[src/rtl/instr_step_driver.sv]
`default_nettype none
// ============================================================================
// Module   : instr_step_driver
// Purpose  : Holds a small writable program and steps it into a processor's
//            front-panel interface one instruction at a time: the word goes
//            on switches, then a button[1] step pulse with setup/pulse/gap
//            timing. leds is captured after every store instruction.
// Revision : 1.0 - initial release
// ============================================================================
module instr_step_driver #(
  parameter int AW        = 3,
  parameter int SETUP_CYC = 1,
  parameter int PULSE_CYC = 1,
  parameter int GAP_CYC   = 2
) (
  input  logic          clock,
  input  logic          reset,
  input  logic          prog_we,
  input  logic [AW-1:0] prog_addr,
  input  logic [7:0]    prog_data,
  input  logic [AW:0]   prog_len,
  input  logic          start,
  output logic [7:0]    switches,
  output logic [1:0]    button,
  input  logic [3:0]    leds,
  output logic          busy,
  output logic          done,
  output logic          led_valid,
  output logic [3:0]    led_data
);

  localparam int DEPTH = 2 ** AW;
  localparam int MAXC  = (SETUP_CYC > PULSE_CYC) ?
                         ((SETUP_CYC > GAP_CYC) ? SETUP_CYC : GAP_CYC) :
                         ((PULSE_CYC > GAP_CYC) ? PULSE_CYC : GAP_CYC);
  localparam int CW    = (MAXC > 1) ? $clog2(MAXC) : 1;

  localparam logic [AW:0]   c_len_max  = (AW+1)'(DEPTH);
  localparam logic [CW-1:0] c_setup_ld = CW'(SETUP_CYC - 1);
  localparam logic [CW-1:0] c_pulse_ld = CW'(PULSE_CYC - 1);
  localparam logic [CW-1:0] c_gap_ld   = CW'(GAP_CYC - 1);

  typedef enum logic [2:0] {
    S_IDLE   = 3'd0,
    S_SETUP  = 3'd1,
    S_PULSE  = 3'd2,
    S_GAP    = 3'd3,
    S_SAMPLE = 3'd4,
    S_FINISH = 3'd5
  } state_t;

  state_t        r_state, w_state_nxt;
  logic [AW-1:0] r_pc, w_pc_nxt;
  logic [AW:0]   r_len, w_len_nxt;
  logic [CW-1:0] r_cnt, w_cnt_nxt;
  logic [7:0]    r_mem [DEPTH];
  logic [7:0]    r_last_sw;
  logic [3:0]    r_led_data;
  logic          w_led_load;
  logic [7:0]    w_instr;
  logic          w_is_store;
  logic          w_last;
  logic          w_cnt_zero;
  logic          w_active;
  logic [AW:0]   w_len_clamped;

  assign w_instr       = r_mem[r_pc];
  assign w_is_store    = (w_instr[7:6] == 2'b01);
  assign w_last        = ({1'b0, r_pc} == (r_len - (AW+1)'(1)));
  assign w_cnt_zero    = (r_cnt == '0);
  assign w_len_clamped = (prog_len > c_len_max) ? c_len_max : prog_len;
  assign w_active      = (r_state == S_SETUP) || (r_state == S_PULSE) ||
                         (r_state == S_GAP)   || (r_state == S_SAMPLE);

  // Program RAM write port; writes are only taken while the block is idle.
  always_ff @(posedge clock) begin
    if (prog_we && (r_state == S_IDLE)) begin
      r_mem[prog_addr] <= prog_data;
    end
  end

  // Next-state, program counter and phase timer control.
  always_comb begin
    w_state_nxt = r_state;
    w_pc_nxt    = r_pc;
    w_len_nxt   = r_len;
    w_cnt_nxt   = r_cnt;
    w_led_load  = 1'b0;
    case (r_state)
      S_IDLE: begin
        if (start) begin
          w_len_nxt = w_len_clamped;
          w_pc_nxt  = '0;
          if (w_len_clamped == '0) begin
            w_state_nxt = S_FINISH;
          end else begin
            w_state_nxt = S_SETUP;
            w_cnt_nxt   = c_setup_ld;
          end
        end
      end
      S_SETUP: begin
        if (w_cnt_zero) begin
          w_state_nxt = S_PULSE;
          w_cnt_nxt   = c_pulse_ld;
        end else begin
          w_cnt_nxt = r_cnt - CW'(1);
        end
      end
      S_PULSE: begin
        if (w_cnt_zero) begin
          w_state_nxt = S_GAP;
          w_cnt_nxt   = c_gap_ld;
        end else begin
          w_cnt_nxt = r_cnt - CW'(1);
        end
      end
      S_GAP: begin
        if (!w_cnt_zero) begin
          w_cnt_nxt = r_cnt - CW'(1);
        end else if (w_is_store) begin
          // leds is captured on the way into SAMPLE so led_valid and the
          // new led_data appear together.
          w_state_nxt = S_SAMPLE;
          w_led_load  = 1'b1;
        end else if (w_last) begin
          w_state_nxt = S_FINISH;
        end else begin
          w_state_nxt = S_SETUP;
          w_pc_nxt    = r_pc + AW'(1);
          w_cnt_nxt   = c_setup_ld;
        end
      end
      S_SAMPLE: begin
        if (w_last) begin
          w_state_nxt = S_FINISH;
        end else begin
          w_state_nxt = S_SETUP;
          w_pc_nxt    = r_pc + AW'(1);
          w_cnt_nxt   = c_setup_ld;
        end
      end
      S_FINISH: begin
        w_state_nxt = S_IDLE;
      end
      default: begin
        w_state_nxt = S_IDLE;
      end
    endcase
  end

  // State registers; async reset returns everything to idle at once.
  always_ff @(posedge clock or negedge reset) begin
    if (!reset) begin
      r_state    <= S_IDLE;
      r_pc       <= '0;
      r_len      <= '0;
      r_cnt      <= '0;
      r_last_sw  <= '0;
      r_led_data <= '0;
    end else begin
      r_state <= w_state_nxt;
      r_pc    <= w_pc_nxt;
      r_len   <= w_len_nxt;
      r_cnt   <= w_cnt_nxt;
      if (w_active) begin
        r_last_sw <= w_instr;
      end
      if (w_led_load) begin
        r_led_data <= leds;
      end
    end
  end

  // While stepping, switches track the RAM word at pc; otherwise hold the
  // last word presented.
  assign switches  = w_active ? w_instr : r_last_sw;
  assign button    = {(r_state == S_PULSE), 1'b0};
  assign busy      = (r_state != S_IDLE);
  assign done      = (r_state == S_FINISH);
  assign led_valid = (r_state == S_SAMPLE);
  assign led_data  = r_led_data;

endmodule
`default_nettype wire

[config.mk]
export PLATFORM = sky130hd
export DESIGN_NAME = instr_step_driver
export DESIGN_NICKNAME = d
export VERILOG_FILES = /design/src/rtl/instr_step_driver.sv
export SDC_FILE = /design/constraint.sdc
export NUM_CORES = 1
export LEC_CHECK = 0
export CAP_MARGIN = 20
export CORE_ASPECT_RATIO = 0.5
export CORE_MARGIN = 1.5
export CORE_UTILIZATION = 30
export CTS_CLUSTER_SIZE = 16
export DETAILED_ROUTE_END_ITERATION = 16
export GPL_ROUTABILITY_DRIVEN = 0
export PLACE_DENSITY = 0.46
export SLEW_MARGIN = 15
export SYNTH_ARGS = -nofsm -noshare
export SYNTH_HDL_FRONTEND = slang
export SYNTH_SLANG_ARGS = --single-unit
[constraint.sdc]
create_clock -name clock -period 3.1 [get_ports clock]
set_clock_uncertainty 0.2 [all_clocks]
set_input_delay 0.62 -clock clock [delete_from_list [all_inputs] [get_ports clock]]
set_output_delay 0.62 -clock clock [all_outputs]
set_load 0.02 [all_outputs]
# Word level (Yosys, flattened, before mapping)
# Memory sizes are Yosys's and may differ from the RTL's.
# Index checks and enable logic that the tools add are counted.
# Widths: inputs -> output; s select.
dict set report word_totals {
  ram_bits 64
  word_cells 65
  input_bits 23
  regBits 23
  memories 1
  output_inout_bits 17
}
dict set report classes {
  n_eq_ne 14
  n_mux 26
  add_sub_neg 3
  n_lt_le_gt_ge 1
  reduce_logical 14
}
# name words word_bits read_ports rd_clocked_by_memory_dff write_ports line
set mem_list {}
lappend mem_list {r_mem 8 8 1 0 1 56} ;# logic [7:0] r_mem [DEPTH];
# cell count
set op_table {}
lappend op_table {{$mux 3} 11}
lappend op_table {{$pmux 3 s5} 1}
lappend op_table {{$ne 2x2->1 const B} 7}
lappend op_table {{$reduce_and 4->1} 3}
lappend op_table {{$mux 1} 10}
lappend op_table {{$pmux 3 s3} 1}
lappend op_table {{$mux 8} 1}
lappend op_table {{$eq 3x2->1 const B} 2}
lappend op_table {{$eq 3x3->1 const B} 2}
lappend op_table {{$reduce_bool 3->1} 2}
lappend op_table {{$eq 3x4->1} 1}
lappend op_table {{$gt 4x4->1 const B} 1}
lappend op_table {{$logic_not 4->1} 1}
lappend op_table {{$mux 4} 1}
lappend op_table {{$pmux 1 s4} 1}
lappend op_table {{$reduce_bool 4->1} 1}
lappend op_table {{$sub 4x1->4 const B} 1}
lappend op_table {{$add 3x1->3 const B} 1}
lappend op_table {{$eq 3x1->1 const B} 1}
lappend op_table {{$logic_not 3->1} 1}
lappend op_table {{$logic_or 1x1->1} 3}
lappend op_table {{$eq 2x1->1 const B} 1}
lappend op_table {{$reduce_and 2->1} 1}
lappend op_table {{$reduce_or 2->1} 1}
lappend op_table {{other kinds (2)} 2}

# Longest topological paths before layout
# Gate-level depths: netlist (run 1).
dict set report depth {
  ltp_word 6
  depth_mapped 7
  depth_no_buf 7
}

# Least setup slack after synthesis (run 1)
# OpenSTA, ideal clock, no wires.
dict set report synth_path {
  kind {reg2out}
  from {reg r_state[0]}
  to {out switches[3]}
  path_buffers 2
  setup_slack_ns 0.485
  t_arrival_ns 1.795
  path_stages_with_launch 7
  path_cell_list {dfrtp_1 > clkbuf_1 > nor2_1 > xnor2_1 > clkbuf_1 > nor2_1 > a21oi_1}
}
dict set report synth_between {
  elab_chain_cells 5
  word_cells_on_any_way 8
  classes_between {4 x eq/ne; 1 x mux; 3 x reduce/logical}
}
# item line
set synth_rtl {}
lappend synth_rtl {{start: declaration} 52} ;# state_t r_state, w_state_nxt;
lappend synth_rtl {{start signal: assignment} 162} ;# r_state <= w_state_nxt;
lappend synth_rtl {{$eq 3x1->1 or $eq 3x2->1 (tied branches)} 72} ;# assign w_active = (r_state == S_SETUP) || (r_state == S_PULSE) ||
lappend synth_rtl {{$logic_or 1x1->1 (2 in a row)} 72}
lappend synth_rtl {{$logic_or 1x1->1 *} 73} ;# (r_state == S_GAP) || (r_state == S_SAMPLE);
lappend synth_rtl {{$mux 8 *} n/a}
lappend synth_rtl {{end: declaration} 23} ;# output logic [7:0] switches,
# Mark *: on every way between the ends. The rest lies on a longest branch, timed or not.

# Worst setup path in the final report (run 1)
dict set report layout_path {
  from {reg r_pc[0]}
  to {out switches[0]}
}
dict set report layout_between {
  elab_chain_cells 2
}
# item line
set layout_rtl {}
lappend layout_rtl {{start: declaration} 53} ;# logic [AW-1:0] r_pc, w_pc_nxt;
lappend layout_rtl {{start signal: assignment} 163} ;# r_pc <= w_pc_nxt;
lappend layout_rtl {{$mem_v2 8x8} n/a}
lappend layout_rtl {{$mux 8} n/a}
# No other way between the ends.

==> run metrics, run 1 <==
drt drc 0; run status completed; Main synth FF type edfxtp_1; CP Data Required Time 2.28 ns; Post-Route Setup TNS 0 ns; VDD IR max 0.301 mV; Cell Chain, Critical Path clkbuf_16 > mux4_2 > mux2i_2 > a21oi_1 > clkdlybuf4s15_1; Clock Tree Buf Depth 2; final worst path period share 0.964; Reg area 2500 um^2; top cell type's share of synthesized area 0.525; synthesized area 3660 um^2; Final Hold Vio Count 0; via count 2052; Initial DRC Count 153; nets@finish 306; MaxCap Viol Count 0; Worst Path Arrival 2.17 ns; maximum level of the CTS H-tree 3; CTS Hold Bufs 0; Post-synth EDFFs 64; final setup fails 0; crit start category register; clk slew on worst S/H paths 0.06 ns; top post-synthesis cells by area edfxtp_1 53%, dfrtp_1 16%, mux4_2 9.8%; Synth Net Count 245; core area 11800 um^2; footprint of the multi-input gates 1110 um^2; P_leak 1.69 nW; Clk Latency, worst-skew pair 0.35 ns; flops & latches, synth 87; fmax 0.334 GHz; drt pass-1 iters 4; Synth Instances 220; fin worst setup slack 0.110 ns; clock sinks 87; YS warnings 0; dpl hpwl 5.02 mm; Antenna Nets Post-Route 0; Seq/Total Area, Yosys 0.683; FFs w/ async S/R, synth 0.264; largest net degree at the start of global routing 24; first-pass GRT wire length 12.0 mm; Max Fanout on Critical Path 7; Max stage delay on crit path 0.51 ns; endpoint class of the critical path output pin; fin crit period 2.99 ns; fin. max-slew vios 0; diodes inserted 0; Via density 4.55; All-Layer GR Usage 0.129; die width 159 um; TritonCTS clock tree yes; syn avg cell area 16.6 um^2; Buf+Inv Stages, Crit Path 2; area leader, netlist edfxtp_1; Crit-path slowest cell mux4_2; Power per Cell Area 941 nW/um^2; crit path kind reg -> out; number of CTS-inserted buffers 9; initial antenna violation count 0; vias in the first global route 2058; layout cells sized above 1 0.252; cell family with the largest share of critical-path delay multiplexers; die area 12900 um^2; per-cell routed wire length 17.0 um; PortBufs 38; fillers 1116; final wirelength 7.68 mm; synth-to-layout area growth 29.5%; min-delay worst type reg -> reg; Yosys cell types 44; total gr overflow 0; Starting Density 0.309; DIE HEIGHT 81.1 um; Ports 40; Rows 28; Post-Place Setup Slack 0.126 ns; CTS root buf clkbuf_16
[Yosys cell counts (2+ instances only)]
cell      number
edfxtp_1      64
dfrtp_1       23
nor2_1        19
mux4_2        16
a21oi_1        8
nand2_1        7
nand2b_1       7
mux2i_1        6
nor3_1         6
and3b_1        5
o21ai_1        5
clkbuf_1       4
inv_1          4
mux2_2         4
mux2_4         4
xnor2_1        4
nand3b_1       3
a211o_1        2
buf_2          2
ha_1           2
nand3_1        2
[sequential cells by signal, indices dropped and copies added, names as in the netlist]
register   flops
r_cnt          1
r_len          4
r_last_sw      8
r_mem         64
r_pc           3
r_state        3
led_data       4
[layer usage]
metal / wire (um) / track usage
met3: 408 / 0.0393
met4: 89 / 0.0481
met5: 0 / 0
met1: 3560 / 0.172
met2: 3620 / 0.200
[cells by family (layout without fill, tap and decap cells)]
| kind of cell | after synthesis | in the layout | synth area share |
|---|---|---|---|
| AO/OA/AOI/OAI | 25 | 25 | 0.0462 |
| adder cells (fa/ha/maj) | 2 | 2 | 0.00684 |
| AND/OR/NAND/NOR | 54 | 54 | 0.0804 |
| flip-flops | 87 | 87 | 0.683 |
| XOR/XNOR | 5 | 5 | 0.0120 |
| multiplexers | 32 | 32 | 0.153 |
| other | 1 | 1 | 0.00103 |
| buffers and inverters | 14 | 80 | 0.0181 |
[cell usage in the layout (no fill, tap or decap), drive strengths merged, types with 2 or more instances in the layout]
master	count
a211o	2
a21oi	8
and3b	5
buf	20
bufinv	2
clkbuf	11
clkdlybuf4s15	4
clkdlybuf4s50	30
dfrtp	23
dlygate4sd2	3
edfxtp	64
ha	2
inv	10
mux2	9
mux2i	7
mux4	16
nand2	7
nand2b	7
nand3	2
nand3b	3
nor2	19
nor3	6
o21ai	6
xnor2	4
[cell type report]
cell class / count / share of cell area
flip-flops and latches: 87 / 0.527
repair buffers: 59 / 0.121
clock inverters: 7 / 0.0230
multi-input cells: 119 / 0.234
well taps: 165 / 0.0436
clock buffers: 9 / 0.0475
inverters: 5 / 0.00396
[power breakdown]
| part | internal (W) | total [W] | leakage [nW] | switching, W |
|---|---|---|---|---|
| clock | 0.000726 | 0.00121 | 0.165 | 0.000486 |
| sequential | 0.00143 | 0.00154 | 0.857 | 0.000114 |
| combinational | 0.000829 | 0.00171 | 0.668 | 0.000879 |
[per-stage QoR]
step                      utilization  cells  hold slack (ns)  power, W  cell area (um^2)
after floorplan                     -    220            0.124   0.00263              3660
after global placement          0.369    433            0.294   0.00329              4370
after detailed placement        0.369    433            0.298   0.00330              4370
after CTS                       0.396    449            0.314   0.00445              4690
after global routing            0.400    451            0.326   0.00472              4740
final                           0.400    451            0.311   0.00446              4740
[worst paths after layout]
| path | end | from | slack [ns] | depth (start not counted) |
|---|---|---|---|---|
| worst max-delay path | switches[0] | r_pc[0]$_DFFE_PN0P_ | 0.11 | 5 |
| min in group asynchronous | r_len[1]$_DFFE_PN0P_ | reset | 0.44 | 2 |
| worst max register to register | led_data[2]$_DFFE_PN0P_ | r_pc[0]$_DFFE_PN0P_ | 0.47 | 7 |
| worst min-delay path | led_data[3]$_DFFE_PN0P_ | led_data[3]$_DFFE_PN0P_ | 0.31 | 1 |
| worst min register to register | led_data[3]$_DFFE_PN0P_ | led_data[3]$_DFFE_PN0P_ | 0.31 | 1 |
| max in group asynchronous | r_pc[0]$_DFFE_PN0P_ | reset | 1.98 | 2 |
[repair_timing]
action                                  CTS  global route
buffers inserted                          0             1
resized for setup                        10             9
endpoints found under the setup margin    8             5
cloned                                    0             1
Power figures use the tool's default switching activity.
==> inputs of run 2 (changes only) <==
--- a/config.mk
+++ b/config.mk
@@ -12,7 +12,7 @@
 export CTS_CLUSTER_SIZE = 16
 export DETAILED_ROUTE_END_ITERATION = 16
 export GPL_ROUTABILITY_DRIVEN = 0
-export PLACE_DENSITY = 0.46
+export PLACE_DENSITY = 0.44
 export SLEW_MARGIN = 15
 export SYNTH_ARGS = -nofsm -noshare
 export SYNTH_HDL_FRONTEND = slang
==> run metrics, run 2 (synthesized netlist as in run 1, its figures left out) <==
Biggest register r_mem; switching part of the total power 0.327; Rows 28; Initial DRC Count 120; Tot Pwr 0.00441 W; PortBufs 38; Starting Density 0.309; RSZ-0062 raised after global routing false; total gr overflow 0; fin crit period 3.00 ns; Power per Cell Area 930 nW/um^2; Final Hold Vio Count 0; P_leak 1.71 nW; initial antenna violation count 0; Clk pwr share 0.267; Psw 0.00144 W; Logic pwr share 0.384; CP Data Required Time 2.28 ns; All-Layer GR Usage 0.126; VDD IR max 0.362 mV; die area 12900 um^2; DIE HEIGHT 81.1 um; Post-Route Setup TNS 0 ns; diodes inserted 0; fin cells 454; final setup fails 0; clock sinks 87; drt pass-1 iters 4; Antenna Nets Post-Route 0; Via density 4.52; register-to-register setup slack 0.47 ns; CTS Hold Bufs 0; crit path kind reg -> out; dpl hpwl 5.07 mm; MaxCap Viol Count 0; die width 159 um; first-pass GRT wire length 12.0 mm; layout cells sized above 1 0.249; endpoint class of the critical path output pin; commonest non-fill, non-tap cell in the layout edfxtp_1; final worst path period share 0.967; maximum level of the CTS H-tree 3; biggest regs r_mem x64, r_last_sw x8; core area 11800 um^2; CTS root buf clkbuf_16; Clk Latency, worst-skew pair 0.33 ns; largest net degree at the start of global routing 24; Inst Count DP 434; sequential power share 0.348; min-delay worst type reg -> reg; drt drc 0; Worst Path Arrival 2.18 ns; Clock Tree Buf Depth 2; internal power 0.00297 W; clk slew on worst S/H paths 0.06 ns; Max Fanout on Critical Path 4; vias in the first global route 2130; fmax 0.333 GHz; number of CTS-inserted buffers 9; synth-to-layout area growth 29.6%; fillers 1112; Ports 40; max reg flops 64; via count 2051; run status completed; fin. max-slew vios 0; nets@finish 309; crit start category register; TritonCTS clock tree yes; per-cell routed wire length 16.1 um; final wirelength 7.33 mm; commonest non-fill, non-tap cells in the layout 64 x edfxtp_1, 30 x clkdlybuf4s50_1, 22 x dfrtp_1, 22 x buf_4, 19 x nor2_1
==> run 2: through the flow <==
stage	hold slack, ns	area [um^2]	util	setup slack [ns]
after global routing	0.337	4740	0.400	0.00351
after detailed placement	0.299	4370	0.369	0.0828
after global placement	0.301	4370	0.369	0.0903
after CTS	0.318	4700	0.397	0.0385
final	0.318	4740	0.400	0.101
after floorplan	0.124	3660	-	0.485
==> run 2: worst max-delay path, cell delays in order (launching register included) <==
cell             delay (ns)
dfrtp_2                0.43
mux4_2                 0.50
mux2_2                 0.32
mux2_2                 0.30
clkdlybuf4s15_1        0.29
==> run 2: area by class of cell <==
class	count	area, um^2	share of cell area
clock buffers	9	225	0.0475
clock inverters	7	105	0.0222
inverters	5	18.8	0.00396
multi-input cells	119	1110	0.234
flip-flops and latches	87	2500	0.527
well taps	165	206	0.0435
repair buffers	62	577	0.122
==> run 2: per-layer routing <==
| metal | wire length [um] | vias up | track usage |
|---|---|---|---|
| li1 | - | 973 | - |
| met1 | 3690 | 1039 | 0.168 |
| met3 | 231 | 8 | 0.0398 |
| met4 | 78 | 0 | 0.0368 |
| met2 | 3330 | 31 | 0.201 |
| met5 | 0 | - | 0 |
==> run 2: path summary, 6_finish.rpt <==
| kind | start | to | cells past startpoint |
|---|---|---|---|
| setup / recovery | r_pc[0]$_DFFE_PN0P_ | switches[6] | 4 |
| max in group asynchronous | reset | r_pc[0]$_DFFE_PN0P_ | 2 |
| setup reg to reg | r_pc[0]$_DFFE_PN0P_ | led_data[2]$_DFFE_PN0P_ | 7 |
| hold reg to reg | led_data[1]$_DFFE_PN0P_ | led_data[1]$_DFFE_PN0P_ | 1 |
| hold / removal | led_data[1]$_DFFE_PN0P_ | led_data[1]$_DFFE_PN0P_ | 1 |
| min in group asynchronous | reset | r_cnt$_DFFE_PN0P_ | 2 |
==> run 2: repair_timing <==
item / 4_1_cts / 5_1_grt
endpoints found under the hold margin: 0 / 0
resized for setup: 10 / 3
buffers inserted: 0 / 4
setup endpoints to repair: 8 / 4
==> run 2: power by group through the flow <==
stage	logic, W	clock network, W	registers [W]
final	0.00169	0.00118	0.00154
after global routing	0.00184	0.00126	0.00156
after CTS	0.00167	0.00122	0.00154
after detailed placement	0.00173	0	0.00156
after global placement	0.00173	0	0.00156
after floorplan	0.00108	0	0.00155
==> inputs of run 3 (changes only) <==
--- a/config.mk
+++ b/config.mk
@@ -5,6 +5,7 @@
 export SDC_FILE = /design/constraint.sdc
 export NUM_CORES = 1
 export LEC_CHECK = 0
+export ABC_CLOCK_PERIOD_IN_PS = 3100
 export CAP_MARGIN = 20
 export CORE_ASPECT_RATIO = 0.5
 export CORE_MARGIN = 1.5
@@ -13,6 +14,7 @@
 export DETAILED_ROUTE_END_ITERATION = 16
 export GPL_ROUTABILITY_DRIVEN = 0
 export PLACE_DENSITY = 0.44
+export SKIP_CTS_REPAIR_TIMING = 1
 export SLEW_MARGIN = 15
 export SYNTH_ARGS = -nofsm -noshare
 export SYNTH_HDL_FRONTEND = slang
==> run metrics, run 3 (synthesized netlist as in run 1, its figures left out) <==
run status completed; TritonCTS clock tree yes; maximum level of the CTS H-tree 3; die area 12900 um^2; first-pass GRT wire length 12.0 mm; fmax 0.343 GHz; crit start category register; Rows 28; drt drc 0; Max Fanout on Critical Path 4; Power per Cell Area 934 nW/um^2; GRT met3 Usage 0.0398; cell family with the largest share of critical-path delay multiplexers; biggest regs r_mem x64, r_last_sw x8; MaxCap Viol Count 0; fin crit period 2.92 ns; via count 2032; initial antenna violation count 0; vias in the first global route 2127; max reg flops 64; Worst Path Arrival 2.10 ns; RSZ-0062 raised after global routing false; synth-to-layout area growth 29.3%; clk slew on worst S/H paths 0.06 ns; Buf+Inv Stages, Crit Path 1; total gr overflow 0; cell count of the worst reg-to-reg path 6; DIE HEIGHT 81.1 um; Hold Path Sink led_data[1]$_DFFE_PN0P_; VDD IR max 0.375 mV; nets@finish 305; final setup fails 0; Via density 4.52; critical path's most frequent cell mux2_2; Final Hold Slack 0.318 ns; Psw 0.00143 W; Antenna Nets Post-Route 0; hold path cells 1; Starting Density 0.309; Crit-path slowest cell mux4_2; R2R Path Start r_pc[0]$_DFFE_PN0P_; Max stage delay on crit path 0.50 ns; final wirelength 7.31 mm; internal power 0.00299 W; switching part of the total power 0.323; Logic pwr share 0.386; hold path startpoint led_data[1]$_DFFE_PN0P_; layout cells sized above 1 0.239; die width 159 um; Initial DRC Count 114; Final Hold Vio Count 0; core area 11800 um^2; fin. max-slew vios 0; endpoint class of the critical path output pin; sequential power share 0.348; register-to-register setup slack 0.53 ns; grt peak-use layer met2; diodes inserted 0; Clk pwr share 0.267; drt pass-1 iters 4; P_leak 1.74 nW; per-cell routed wire length 16.2 um; min-delay worst type reg -> reg; GR Util met1 0.168; clock sinks 87; R2R Path End led_data[2]$_DFFE_PN0P_; number of CTS-inserted buffers 9; commonest non-fill, non-tap cells in the layout 64 x edfxtp_1, 30 x clkdlybuf4s50_1, 22 x dfrtp_1, 19 x nor2_1, 18 x buf_4; Post-Route Setup TNS 0 ns; Cell Chain, Critical Path mux4_2 > mux2_2 > mux2_2 > dlymetal6s2s_1; final worst path period share 0.942; All-Layer GR Usage 0.126; Biggest register r_mem; dpl hpwl 5.07 mm; CTS root buf clkbuf_16; PortBufs 38; Clk Latency, worst-skew pair 0.33 ns; Clock Tree Buf Depth 2; Ports 40; largest net degree at the start of global routing 24; crit path kind reg -> out; GR Util met2 0.200; CP Data Required Time 2.28 ns; commonest non-fill, non-tap cell in the layout edfxtp_1
-- run 3: cell count changes in the layout (fill, tap and decap cells not counted), sizes merged --
cell           previous run  this run
clkdlybuf4s15             1         0
dlymetal6s2s              0         8
buf                      24        20
dlygate4sd2               7         0
-- run 3: layout make-up --
cell class | count | area [um^2]
Inverter | 5 | 18.8
Tap cell | 165 | 206
Sequential cell | 87 | 2500
Clock inverter | 7 | 105
Fill cell | 1107 | 7110
Multi-Input combinational cell | 119 | 1100
Timing Repair Buffer | 58 | 576
Clock buffer | 9 | 225
-- run 3: power groups by stage --
stage | combinational (W) | clock (W) | sequential, W
5_1_grt | 0.00186 | 0.00126 | 0.00156
3_5_place_dp | 0.00173 | 0 | 0.00156
2_1_floorplan | 0.00108 | 0 | 0.00155
6_report | 0.00170 | 0.00118 | 0.00154
4_1_cts | 0.00174 | 0.00122 | 0.00154
3_3_place_gp | 0.00173 | 0 | 0.00156
-- run 3: worst max path at each step --
stage                     cells after the start  slack (ns)     endpoint                    from
final                                         4        0.18  switches[6]     r_pc[0]$_DFFE_PN0P_
after global routing                          5        0.08  switches[7]     r_pc[0]$_DFFE_PN0P_
after CTS                                     5       -0.30  switches[2]     r_pc[0]$_DFFE_PN0P_
after detailed placement                      5        0.08  switches[2]     r_pc[0]$_DFFE_PN0P_
after global placement                        5        0.09  switches[2]     r_pc[0]$_DFFE_PN0P_
after floorplan                               6        0.49  switches[3]  r_state[0]$_DFFE_PN0P_
-- run 3: through the flow --
stage	util	cell area [um^2]	cells	setup slack, ns	power (W)
after floorplan	-	3660	220	0.485	0.00263
after global placement	0.369	4370	434	0.0903	0.00329
after CTS	0.397	4700	450	-0.300	0.00450
after detailed placement	0.369	4370	434	0.0828	0.00329
final	0.400	4730	450	0.180	0.00442
after global routing	0.400	4730	450	0.0826	0.00468
-- run 3: metal layers --
layer | vias to the layer above | part of all wire
li1 | 966 | -
met1 | 1030 | 0.50
met2 | 28 | 0.46
met3 | 8 | 0.028
met4 | 0 | 0.011
met5 | - | 0
